===== config.mk =====
export PLATFORM = sky130hd
export DESIGN_NAME = regfile_wb_sequencer
export DESIGN_NICKNAME = d
export VERILOG_FILES = /design/src/rtl/regfile_wb_sequencer.sv
export SDC_FILE = /design/constraint.sdc
export NUM_CORES = 1
export LEC_CHECK = 0
export BUFFER_PORTS_ARGS = -buffer_cell sky130_fd_sc_hd__buf_2
export CORE_MARGIN = 2
export CORE_UTILIZATION = 48
export DETAILED_ROUTE_END_ITERATION = 16
export PLACE_DENSITY = 0.9
export RECOVER_POWER = 25
export SETUP_SLACK_MARGIN = 0.1
export SKIP_CTS_REPAIR_TIMING = 1
export SYNTH_ARGS = -nofsm -noshare
export SYNTH_HDL_FRONTEND = slang
export SYNTH_SLANG_ARGS = --single-unit
export TNS_END_PERCENT = 100

===== constraint.sdc =====
create_clock -name clk -period 1.8 [get_ports clk]
set_input_delay 0.36 -clock clk [delete_from_list [all_inputs] [get_ports clk]]
set_output_delay 0.36 -clock clk [all_outputs]
set_load 0.01 [all_outputs]

===== src/rtl/regfile_wb_sequencer.sv =====
`default_nettype none
// ============================================================================
//  Module   : regfile_wb_sequencer
//  Purpose  : Write-port controller for the 32x32 register file: clears every
//             register after reset, then round-robins writebacks from A and B.
//  Revision : 1.0 - initial release
// ============================================================================
module regfile_wb_sequencer #(
    parameter int NUM_REGS = 32,
    parameter int ADDR_W   = 5,
    parameter int DATA_W   = 32
) (
    input  logic              clk,
    input  logic              rst_n,
    input  logic              soft_clear,
    input  logic              a_valid,
    output logic              a_ready,
    input  logic [ADDR_W-1:0] a_reg,
    input  logic [DATA_W-1:0] a_data,
    input  logic              b_valid,
    output logic              b_ready,
    input  logic [ADDR_W-1:0] b_reg,
    input  logic [DATA_W-1:0] b_data,
    output logic [ADDR_W-1:0] write_reg,
    output logic [DATA_W-1:0] write_data,
    output logic              RegWrite,
    output logic              wb_src,
    output logic              init_done
);

    localparam logic [0:0]      S_INIT = 1'b0;
    localparam logic [0:0]      S_RUN  = 1'b1;
    localparam logic [ADDR_W:0] c_last = (ADDR_W+1)'(NUM_REGS - 1);

    logic [0:0]        r_state;
    logic [ADDR_W:0]   r_cnt;
    logic              r_prio;
    logic [ADDR_W-1:0] r_write_reg;
    logic [DATA_W-1:0] r_write_data;
    logic              r_reg_write;
    logic              r_wb_src;
    logic              r_init_done;

    logic w_block;
    logic w_grant_a;
    logic w_grant_b;

    // Grants open only once init_done is visible, so no writeback can race
    // the cycle that retires the last clear write.
    assign w_block   = !r_init_done || soft_clear;
    assign w_grant_a = !w_block && a_valid && (!b_valid || !r_prio);
    assign w_grant_b = !w_block && b_valid && (!a_valid ||  r_prio);

    assign a_ready    = w_grant_a;
    assign b_ready    = w_grant_b;
    assign write_reg  = r_write_reg;
    assign write_data = r_write_data;
    assign RegWrite   = r_reg_write;
    assign wb_src     = r_wb_src;
    assign init_done  = r_init_done;

    always_ff @(posedge clk) begin
        if (!rst_n) begin
            r_state      <= S_INIT;
            r_cnt        <= '0;
            r_prio       <= 1'b0;
            r_write_reg  <= '0;
            r_write_data <= '0;
            r_reg_write  <= 1'b0;
            r_wb_src     <= 1'b0;
            r_init_done  <= 1'b0;
        end else begin
            case (r_state)
                S_INIT: begin
                    r_reg_write  <= 1'b1;
                    r_write_reg  <= r_cnt[ADDR_W-1:0];
                    r_write_data <= '0;
                    r_wb_src     <= 1'b0;
                    r_cnt        <= r_cnt + 1'b1;
                    if (r_cnt == c_last) begin
                        r_state <= S_RUN;
                    end
                end
                S_RUN: begin
                    if (soft_clear) begin
                        r_state     <= S_INIT;
                        r_cnt       <= '0;
                        r_init_done <= 1'b0;
                        r_reg_write <= 1'b0;
                        r_prio      <= 1'b0;
                    end else begin
                        r_init_done <= 1'b1;
                        if (w_grant_a) begin
                            r_write_reg  <= a_reg;
                            r_write_data <= a_data;
                            r_wb_src     <= 1'b0;
                            r_reg_write  <= (a_reg != '0);
                            r_prio       <= 1'b1;
                        end else if (w_grant_b) begin
                            r_write_reg  <= b_reg;
                            r_write_data <= b_data;
                            r_wb_src     <= 1'b1;
                            r_reg_write  <= (b_reg != '0);
                            r_prio       <= 1'b0;
                        end else begin
                            r_reg_write <= 1'b0;
                        end
                    end
                end
                default: begin
                    r_state <= S_INIT;
                    r_cnt   <= '0;
                end
            endcase
        end
    end

endmodule
`default_nettype wire

# ---- After elaboration in Yosys (flattened, before gate mapping)
# Index checks and enable logic that the tools add are counted.
dict set report op_classes {
  addsub 1
  n_eq_ne 4
  n_bitwise 1
  muxes 24
  n_reduce_logical 17
}
# operator n
set ops {}
lappend ops {{$mux 32} 3}
lappend ops {{$pmux 32 s2} 1}
lappend ops {{$mux 5} 3}
lappend ops {{$pmux 6 s2} 1}
lappend ops {{$mux 1} 11}
lappend ops {{$pmux 5 s2} 1}
lappend ops {{$reduce_bool 5->1} 2}
lappend ops {{$add 6x1->6 const B} 1}
lappend ops {{$eq 6x5->1 const B} 1}
lappend ops {{$mux 6} 1}
lappend ops {{$pmux 1 s2} 3}
lappend ops {{$logic_not 1->1} 5}
lappend ops {{$logic_and 1x1->1} 4}
lappend ops {{$ne 2x2->1 const B} 2}
lappend ops {{$reduce_and 2->1} 2}
lappend ops {{$logic_or 1x1->1} 3}
lappend ops {{$ne 3x3->1 const B} 1}
lappend ops {{$reduce_bool 3->1} 1}
lappend ops {{$not 1->1} 1}
dict set report word_totals {
  output_inout_bits 42
  reg_bits 48
  in_bits 79
}

# ---- Longest topological paths before layout
dict set report depth {
  depth_word 9
  mapped_depth 6
  mapped_depth_nobuf 4
}

# ---- Least setup slack after synthesis
# Ideal clock, no wire load.
dict set report synth_timing {
  kind {input port to output port}
  startpoint {input port soft_clear}
  endpoint {output port b_ready}
  stages 5
  t_arrival_ns 1.169
  slack_ns 0.271
  required_ns 1.440
  path_cell_list {buf_6 > and2b_1 > buf_4 > buf_4 > and3_1}
}
dict set report synth_via {
  elab_chain_len 4
}
# element line
set synth_lines {}
lappend synth_lines {{start: declaration} 15} ;# input logic soft_clear,
lappend synth_lines {{$logic_or 1x1->1} 50} ;# assign w_block = !r_init_done || soft_clear;
lappend synth_lines {{$logic_not 1->1} 52} ;# assign w_grant_b = !w_block && b_valid && (!a_valid || r_prio);
lappend synth_lines {{$logic_and 1x1->1 (2 in a row)} 52}
lappend synth_lines {{end: declaration} 21} ;# output logic b_ready,
# Every way passes these cells.

# ---- Worst setup path in the final report
dict set report layout_timing {
  startpoint {register r_init_done (netlist: init_done)}
  endpoint {output port a_ready}
}
dict set report layout_via {
  elab_chain_len 5
}
# element line
set layout_lines {}
lappend layout_lines {{start: declaration} 42} ;# logic r_init_done;
lappend layout_lines {{start signal: assignment} 71} ;# r_init_done <= 1'b0;
lappend layout_lines {{start signal: assignment} 88} ;# r_init_done <= 1'b0;
lappend layout_lines {{start signal: assignment} 92} ;# r_init_done <= 1'b1;
lappend layout_lines {{$logic_not 1->1} 50}
lappend layout_lines {{$logic_or 1x1->1} 50}
lappend layout_lines {{$logic_not 1->1} 51} ;# assign w_grant_a = !w_block && a_valid && (!b_valid || !r_prio);
lappend layout_lines {{$logic_and 1x1->1 (2 in a row)} 51}
lappend layout_lines {{end: declaration} 17} ;# output logic a_ready,
# Every way passes these cells.

==> key figures <==
Outcome
  – Status: finished clean

Critical path
  – Largest delay share family, worst path: flip-flops
  – CP Capture Type: output pin
  – Slowest cell on crit path: dfxtp_4
  – Max FO, Critical Path: 15
  – CP arrival: between 1 and 1.5 ns
  – Crit path launch type: register
  – Crit path cell chain: nand2b_4 > buf_4 > nor2_2 > buf_2
  – Required @ worst endpoint: roughly 1.4 ns
  – Crit-path max cell delay: just over 0.4 ns
  – Crit Path Category: register to output pin
  – WP buf/inv: 2

Route
  – 1st-pass router iterations: 5
  – ANT nets after route: 0
  – DRT iter0 DRCs: 193
  – # DRC: 0
  – Avg WL per Cell: ~15 um
  – Vias: around 3200
  – Final WL: slightly above 8000 um
  – Vias/cell: roughly 5.8

STA
  – Max Fclk: between 600 and 700 MHz
  – Worst-margin pin slew: about 0.45 ns
  – Final min period: 1.65 ns
  – Final hold vios: 0
  – Setup TNS: 0 ns
  – Worst Setup Slack, final: between 0.15 and 0.2 ns
  – Rel. slew slack: a little over two thirds
  – Period utilization: slightly above 90%
  – Worst hold slack: 0.340 ns
  – Final number of setup-violating endpoints: 0
  – RSZ-0062 raised after global routing: no
  – Clk_skew: around 0.0084 ns
  – Slew Limit Fails: 0

Global routing
  – Pin count of the biggest net entering global routing: 41
  – Initial antenna violation count: 0
  – GR Overflow Total: 0
  – GRT Util Overall: approximately a quarter
  – Number of global-route vias before repair: 2838
  – First-pass GRT wire length: between 10000 and 15000 um

Floorplanning
  – Die ar.: 6540 um2
  – Ports: between 100 and 150
  – Initial Utilization: ~50%
  – Core Area: just under 6000 um2
  – Die span in y: 80.9 um
  – Site row count: 28
  – Width of the die: a little over 80 um

Pwr
  – Tot Pwr: 2.06 mW
  – IR drop worst, VDD: 0.335 mV
  – Pwr Density: 567 nW/um2
  – Leak: between 1.5 and 2 nW

Min path
  – Hold crit path type: primary input to register

Clock network
  – CTS tree: yes
  – Root Driver: clkbuf_8
  – Clock-pin slew on the worst setup and hold paths: ~0.10 ns
  – H-tree levels: 2
  – Max Buffers Root-to-Sink: 2
  – Latest clock arrival within the worst-skew pair: 0.30 ns
  – CTS Sinks: 48
  – CTS Buf Count: 5

Cells and area
  – Fin area: approximately 3600 um2
  – Area Overhead vs Synth: 27.9%
  – Nets: around 550
  – Most common cell after layout, fill and taps aside: buf_2
  – Share of layout cells above drive strength 1: slightly below 30%
  – Largest register FFs: 32
  – Most frequent cells in the layout: buf_2, dfxtp_1, inv_1
  – # diodes: 0

Yosys
  – Post-Syn Instances: about 360
  – Post-synth top flop: dfxtp_1
  – Mapped Area: 2840 um2
  – Post-synth EDFFs: 0
  – Total nets after synthesis: 442
  – Synthesized flop and latch total: 48
  – Yosys warnings: 0
  – Avg Cell Area, Syn: 7.84 um2
  – Cell variety after synth: 41
  – Part of the Yosys area used for sequential elements: between 30 and 40%
  – Fraction of registers with async set/reset: 0%

Placement
  – Detailed-placement wirelength estimate: 5620 um
  – IO buf count: between 100 and 150
  – Routability cong.: around 0.85
  – Worst slack, placed: between 0.15 and 0.2 ns
  – DP Area: between 3000 and 4000 um2

Run
  – Max-cap violations: 0
## cell families after synthesis
logic type / Yosys count / share of synthesized area [%]
AO/OA/AOI/OAI: 134 / 35.0
XOR/XNOR: 1 / 0.309
adder cells (fa/ha/maj): 1 / 0.441
buffers and inverters: 81 / 12.1
flip-flops: 48 / 33.9
AND/OR/NAND/NOR: 97 / 18.3
## layout make-up
type	count	area, um2
fill	537	2190
timing repair buffer	138	761
sequential	48	965
tap	75	93.8
clock buffer	5	68.8
multi-input combinational	233	1550
clock inverter	3	42.5
inverter	41	154
## worst register-to-register path, cell delays in order (launching register included)
cell      delay [ns]
dfxtp_1         0.61
buf_12          0.24
nand3b_1        0.21
a311oi_1        0.31
a221oi_1        0.12
## path summary, 6_finish.rpt
| kind | startpoint | to | slack, ns | depth (start not counted) |
|---|---|---|---|---|
| max | init_done$_SDFFE_PN0P_ | a_ready | 0.15 | 4 |
| min reg2reg | write_reg[2]$_SDFFE_PN0P_ | write_reg[2]$_SDFFE_PN0P_ | 0.46 | 2 |
| max reg2reg | r_state$_SDFF_PN0_ | write_reg[2]$_SDFFE_PN0P_ | 0.21 | 4 |
| min | a_reg[4] | write_reg[4]$_SDFFE_PN0P_ | 0.34 | 3 |
## routing by layer
metal / global-route usage (%) / wire (um) / up-vias
li1: - / - / 1536
met1: 31.4 / 3570 / 1470
met2: 42.7 / 3860 / 152
met3: 4.00 / 589 / 8
met4: 7.63 / 111 / 0
met5: 0 / 0 / -
## stage by stage
step | std cells | utilization, %
2_1_floorplan | 362 | -
3_3_place_gp | 535 | 60.8
3_5_place_dp | 535 | 60.8
4_1_cts | 543 | 62.7
5_1_grt | 543 | 62.4
6_report | 543 | 62.4
## synth_stat cells, types with 2 or more instances
cell | n | area, um2
buf_6 | 3 | 33.8
buf_2 | 7 | 35.0
nor4_1 | 3 | 18.8
buf_1 | 3 | 11.3
inv_1 | 41 | 154
or4_1 | 2 | 15.0
o311a_1 | 32 | 320
o211ai_1 | 32 | 240
a221oi_1 | 5 | 43.8
o21ai_0 | 12 | 60.1
nand2b_1 | 3 | 18.8
o21a_1 | 2 | 15.0
nor2_1 | 7 | 26.3
and3_1 | 34 | 213
dfxtp_1 | 48 | 961
a311oi_1 | 4 | 35.0
nand3_1 | 3 | 15.0
a21oi_1 | 38 | 190
and3b_1 | 2 | 17.5
nand2_1 | 35 | 131
buf_4 | 2 | 15.0
clkbuf_1 | 25 | 93.8
## report_power, final
part           internal [mW]  switching [mW]
combinational         0.0961           0.103
clock                  0.411           0.370
sequential              1.07         0.00890
Power figures use the tool's default switching activity.
